`src/rtl/hazard_stall_ctrl_pkg.sv`:
```
// Opcode/funct constants and stall-FSM encoding for the MIPS hazard and forwarding logic.
// Shared so every stage-control block decodes instructions identically.
package hazard_stall_ctrl_pkg;

  localparam logic [5:0] R_TYPE = 6'b000000;
  localparam logic [5:0] J      = 6'b000010;
  localparam logic [5:0] JAL    = 6'b000011;
  localparam logic [5:0] BEQ    = 6'b000100;
  localparam logic [5:0] BNE    = 6'b000101;
  localparam logic [5:0] SW     = 6'b101011;

  localparam logic [5:0] JR     = 6'b001000;
  localparam logic [5:0] JALR   = 6'b001001;

  typedef enum logic {
    RUN   = 1'b0,
    STALL = 1'b1
  } stallState_t;

  // A nonzero destination that feeds a source operand the ID instruction actually reads.
  function automatic logic destMatch(
    input logic [4:0] dest,
    input logic [4:0] rs,
    input logic [4:0] rt,
    input logic       usesRs,
    input logic       usesRt
  );
    return (dest != 5'd0) && ((usesRs && (dest == rs)) || (usesRt && (dest == rt)));
  endfunction

endpackage

```
`src/rtl/hazard_stall_ctrl_sat_counter.sv`:
```
// Saturating event counter, one increment per cycle; holds at all-ones.
// Synchronous active-high clear; no flow control.
module sat_counter #(
  parameter int CNT_W = 32
) (
  input  logic             clk,
  input  logic             rst,
  input  logic             inc,
  output logic [CNT_W-1:0] count
);

  localparam logic [CNT_W-1:0] ONE = {{(CNT_W-1){1'b0}}, 1'b1};

  always_ff @(posedge clk) begin
    if (rst) begin
      count <= '0;
    end else if (inc && (count != '1)) begin
      count <= count + ONE;
    end
  end

endmodule

```
`src/rtl/hazard_stall_ctrl.sv`:
```
// ID-stage stall/flush controller: load-use and branch-operand stalls, cache freeze, perf counters.
// Zero-latency control outputs; cache freeze overrides stalls, stalls override redirects.
module hazard_stall_ctrl
  import hazard_stall_ctrl_pkg::*;
#(
  parameter int CNT_W = 32
) (
  input  logic             clk,
  input  logic             rst,
  input  logic [5:0]       IfId_Opcode,
  input  logic [3:0]       IfId_Funct4b,
  input  logic [4:0]       IfIdRs,
  input  logic [4:0]       IfIdRt,
  input  logic [4:0]       IdExRd,
  input  logic             IdEx_RegWrite,
  input  logic             IdEx_MemRead,
  input  logic [4:0]       ExMemRd,
  input  logic             ExMem_MemRead,
  input  logic             ICache_stall,
  input  logic             DCache_stall,
  input  logic             Id_redirect,
  output logic             PC_en,
  output logic             IfId_en,
  output logic             IfId_flush,
  output logic             IdEx_bubble,
  output logic             Pipe_freeze,
  output logic             Stall_busy,
  output logic [CNT_W-1:0] Stall_cycles,
  output logic [CNT_W-1:0] Freeze_cycles,
  output logic [CNT_W-1:0] Flush_count
);

  stallState_t state, stateNext;
  logic        remain, remainNext;

  logic usesRs, usesRt, brUse;
  logic matchEx, matchMem;
  logic needTwo, needOne;
  logic freeze, stallCycle;

  assign usesRs = (IfId_Opcode != J) && (IfId_Opcode != JAL);
  assign usesRt = (IfId_Opcode == R_TYPE) || (IfId_Opcode == BEQ) ||
                  (IfId_Opcode == BNE)    || (IfId_Opcode == SW);
  // JR/JALR read rs in ID, so they need the operand as early as a branch does.
  assign brUse  = (IfId_Opcode == BEQ) || (IfId_Opcode == BNE) ||
                  ((IfId_Opcode == R_TYPE) &&
                   ((IfId_Funct4b == JR[3:0]) || (IfId_Funct4b == JALR[3:0])));

  assign matchEx  = destMatch(IdExRd,  IfIdRs, IfIdRt, usesRs, usesRt);
  assign matchMem = destMatch(ExMemRd, IfIdRs, IfIdRt, usesRs, usesRt);

  assign needTwo = brUse && IdEx_MemRead && matchEx;
  assign needOne = (IdEx_MemRead && matchEx) ||
                   (brUse && IdEx_RegWrite && matchEx) ||
                   (brUse && ExMem_MemRead && matchMem);

  assign freeze = ICache_stall || DCache_stall;

  always_ff @(posedge clk) begin
    if (rst) begin
      state  <= RUN;
      remain <= 1'b0;
    end else begin
      state  <= stateNext;
      remain <= remainNext;
    end
  end

  always_comb begin
    stateNext   = state;
    remainNext  = remain;
    PC_en       = 1'b0;
    IfId_en     = 1'b0;
    IfId_flush  = 1'b0;
    Pipe_freeze = 1'b0;
    stallCycle  = 1'b0;

    if (rst) begin
      stateNext  = RUN;
      remainNext = 1'b0;
    end else if (freeze) begin
      // Everything holds, including the FSM, so a stall resumes where it left off.
      Pipe_freeze = 1'b1;
    end else begin
      case (state)
        RUN: begin
          if (needTwo || needOne) begin
            stallCycle = 1'b1;
            if (needTwo) begin
              stateNext  = STALL;
              remainNext = 1'b1;
            end
          end else begin
            PC_en      = 1'b1;
            IfId_en    = 1'b1;
            IfId_flush = Id_redirect;
          end
        end
        STALL: begin
          stallCycle = 1'b1;
          remainNext = remain - 1'b1;
          if (remainNext == 1'b0) begin
            stateNext = RUN;
          end
        end
        default: begin
          stateNext  = RUN;
          remainNext = 1'b0;
        end
      endcase
    end
  end

  assign IdEx_bubble = stallCycle;
  assign Stall_busy  = (state == STALL) && !rst;

  sat_counter #(.CNT_W(CNT_W)) uStallCnt (
    .clk   (clk),
    .rst   (rst),
    .inc   (stallCycle),
    .count (Stall_cycles)
  );

  sat_counter #(.CNT_W(CNT_W)) uFreezeCnt (
    .clk   (clk),
    .rst   (rst),
    .inc   (Pipe_freeze),
    .count (Freeze_cycles)
  );

  sat_counter #(.CNT_W(CNT_W)) uFlushCnt (
    .clk   (clk),
    .rst   (rst),
    .inc   (IfId_flush),
    .count (Flush_count)
  );

endmodule

```
`config.mk`:
```
export PLATFORM = sky130hd
export DESIGN_NAME = hazard_stall_ctrl
export DESIGN_NICKNAME = d
export VERILOG_FILES = /design/src/rtl/hazard_stall_ctrl_pkg.sv /design/src/rtl/hazard_stall_ctrl_sat_counter.sv /design/src/rtl/hazard_stall_ctrl.sv
export SDC_FILE = /design/constraint.sdc
export NUM_CORES = 1
export LEC_CHECK = 0
export BUFFER_PORTS_ARGS = -buffer_cell sky130_fd_sc_hd__buf_4
export CAP_MARGIN = 5
export CORE_ASPECT_RATIO = 0.75
export CORE_UTILIZATION = 40
export CTS_BUF_LIST = sky130_fd_sc_hd__clkbuf_4 sky130_fd_sc_hd__clkbuf_8
export DETAILED_ROUTE_END_ITERATION = 8
export PLACE_DENSITY_LB_ADDON = 0.12
export SKIP_LAST_GASP = 1
export SYNTH_ARGS = -nofsm -noshare
export SYNTH_HDL_FRONTEND = slang
export SYNTH_SLANG_ARGS = --single-unit
```
`constraint.sdc`:
```
create_clock -name clk -period 4.2 [get_ports clk]
set_clock_uncertainty 0.05 [all_clocks]
set_input_delay 0.84 -clock clk [delete_from_list [all_inputs] [get_ports clk]]
set_output_delay 0.84 -clock clk [all_outputs]
set_load 0.01 [all_outputs]
```
==> flow_metrics.tcl <==
set metrics [dict create \
    slew_violations 0 \
    p_seq_frac 0.550 \
    period_share 0.846 \
    ioPinCount 140 \
    cp_num_buf_inv 2 \
    synth_seq_cells 98 \
    multi_input_area_um2 3090 \
    grt_antenna_before_repair 0 \
    rsz0062_at_grt "false" \
    tns_ps 0 \
    clock-sinks 98 \
    path_clk_slew_ps 90 \
    nets 807 \
    gp_congestion 0.895 \
    r2r-start "uStallCnt.count[3]" \
    dp_slack_ps 624 \
    critPathTopFamily "simple AND/OR/NAND/NOR gates" \
    hold_viol_final 0 \
    cts_tree "yes" \
    outcome "completed" \
    met3_usage 0.0397 \
    path_max_fanout 4 \
    grt_pass1_wl_um 23700 \
    synth_cell_type_count 51 \
    areaGrowthSynthToFinish_pct 26.3 \
    rows 35 \
    p_sw_frac 0.253 \
    arrival_ps 2660 \
    p_clk_frac 0.381 \
    ant_nets 0 \
    fmax_mhz 281 \
    drive_gt1_frac 0.219 \
    numPortBuffers 138 \
    busiest_layer "met2" \
    critPathCapture "IfId_en" \
    coreArea_um2 12500 \
    maxCapViolCount 0 \
    startpoint "IfId_Opcode[0]" \
    grt_use_total 0.214 \
    p_sw_mw 0.430 \
    wl_per_cell_um 15.4 \
    synth.avg_cell_area_um2 8.09 \
    end_kind "primary output" \
    slowest_stage "or4b_1" \
    clk_path_buf_depth 2 \
    crit_cells 8 \
    timing.rr.end "uStallCnt.count[23]" \
    grt_start_max_net_pins 64 \
    min_path_type "reg -> reg" \
    holdPathStages 1 \
    die_h_um 101 \
    critPathMaxStageDelay_ps 530 \
    power_density_nw_per_um2 258 \
    clk_latency_ps 370 \
    worstMarginPinSlew_ps 926 \
    synth_nets 686 \
    die_w_um 134 \
    vias 5357 \
    peakVddDrop_mv 0.173 \
    yosysSeqAreaShare 0.376 \
    dr.pass1.iters 6 \
    wirelength_um 14500 \
    use_met2 0.342 \
    grt_pass1_vias 4799 \
    reg2reg_slack_ps 1290 \
    drt_iter0_markers 256 \
    fin_crit_ps 3550 \
    syn_inst 645 \
    hpwl_um 10100 \
    cp.required_ps 3310 \
    ctsHoldBuffers 0 \
    ys.flop_type "dfxtp_1" \
    nFillCells 1185 \
    ys_warn_count 0 \
    fin_ws_ps 646 \
    internal-power_mw 1.27 \
    diodes 0 \
    met1_usage 0.299 \
    synth_edf_count 0 \
    post_cts_buffers 0 \
    layoutNonFillerInstCount 937 \
    post-route-drc-count 0 \
    synthesis.area_um2 5220 \
    die_area_um2 13500 \
    synthArstFlopShare 0 \
    overflow 0 \
    ff2ff_path_depth 7 \
    ctsHtreeMaxLevel 3 \
    area.sequential_um2 1960 \
    cts_resized 0 \
    finalSetupViolations 0 \
    crit_path_cell_trace "buf_4 > or4b_1 > a211oi_2 > a21oi_1 > a21oi_1 > or3_1 > nor2b_1 > buf_4" \
    place_inst 921 \
    via_per_inst 5.72 \
    p_comb_frac 0.069 \
    cts_inserted_buffers 9 \
    start_kind "input port" \
    crit_type "in -> out" \
    start_util 0.418 \
    cts_root_buf "clkbuf_8" \
    max_slew_margin 0.374 \
    p_leak_nw 2.44 \
]
==> layout by cell type, fill, tap and decap left out, types with 14 or more instances in the layout <==
master	Yosys	routed
or3_1	33	33
o31ai_1	17	17
buf_4	1	143
or4_1	21	21
a21oi_1	51	51
xnor2_1	14	14
dfxtp_1	98	98
o21ai_0	31	31
nor2_1	57	57
nand3_1	50	50
nand2_1	36	36
xor2_1	36	36
nand4_1	37	37
and3_1	19	19
==> cell type report <==
class                           instances  share of cell area
Multi-Input combinational cell        504               0.469
Tap cell                              166              0.0315
Sequential cell                        98               0.297
Clock inverter                          7              0.0127
Inverter                                9             0.00512
Timing Repair Buffer                  144               0.166
Clock buffer                            9              0.0188
==> synth_stat cells (3+ instances only) <==
cell	number	area, um^2
dfxtp_1	98	1960
nor2_1	57	214
a21oi_1	51	255
nand3_1	50	250
nand4_1	37	231
nand2_1	36	135
xor2_1	36	315
or3_1	33	206
o21ai_0	31	155
clkbuf_1	27	101
or4_1	21	158
and3_1	19	119
o31ai_1	17	128
xnor2_1	14	123
and4_1	11	96.3
nor3_1	11	55.1
nor4_1	11	68.8
inv_1	8	30.0
nor2b_1	8	50.1
o21a_1	7	52.6
and2_1	6	37.5
o31a_1	5	43.8
o311ai_0	4	35.0
buf_2	3	15.0
ha_1	3	37.5
mux2_2	3	33.8
o41ai_1	3	26.3
or2_2	3	18.8
==> worst min-delay path by stage <==
stage / start / to / slack [ps]
floorplan: remain / remain / 400
finish: remain / remain / 450
global placement: remain / remain / 410
global route: uFlushCnt.count[22] / uFlushCnt.count[22] / 480
detailed placement: remain / remain / 430
CTS: remain / remain / 450
==> routing by layer <==
layer	routed length, um	vias to the layer above	share of wire
met2	6450	145	0.45
met4	146	0	0.010
met5	0	-	0
li1	-	2655	-
met3	671	17	0.046
met1	7190	2540	0.50
==> cell families after synthesis <==
kind of cell               count (synthesis)  synth area share
buffers and inverters                     43            0.0338
DFF                                       98             0.376
xor gates and xnor gates                  50            0.0839
AOI/OAI and AO/OA                        132             0.157
and+or+nand+nor                          312             0.328
muxes                                      7            0.0146
adders and majority gates                  3           0.00719
==> power by group through the flow <==
| stage | clock network (mW) | registers [mW] | logic [mW] |
|---|---|---|---|
| 2_1_floorplan | 0 | 0.959 | 0.0557 |
| 3_3_place_gp | 0 | 0.958 | 0.115 |
| 3_5_place_dp | 0 | 0.959 | 0.117 |
| 4_1_cts | 0.670 | 0.937 | 0.117 |
| 5_1_grt | 0.699 | 0.938 | 0.129 |
| 6_report | 0.648 | 0.937 | 0.117 |
==> flip-flops by register name, summed over array words and instances, names as in the netlist <==
| register | flops |
|---|---|
| remain | 1 |
| uFreezeCnt.count | 32 |
| uFlushCnt.count | 32 |
| state | 1 |
| uStallCnt.count | 32 |
==> worst register-to-register path, delay by kind of cell, from the launching register on <==
kind | cells | cell delay [ps]
AND/OR/NAND/NOR | 6 | 2180
flip-flops | 1 | 490
AO/OA/AOI/OAI | 1 | 60
==> per-stage QoR <==
step	cell area (um^2)	power [mW]	util	hold WS [ps]
floorplan	5220	1.01	-	399
global placement	6390	1.07	0.512	410
detailed placement	6390	1.08	0.512	429
CTS	6600	1.72	0.528	448
global route	6600	1.77	0.528	484
finish	6600	1.70	0.528	451
No activity file was read; power rests on OpenSTA's default activity.
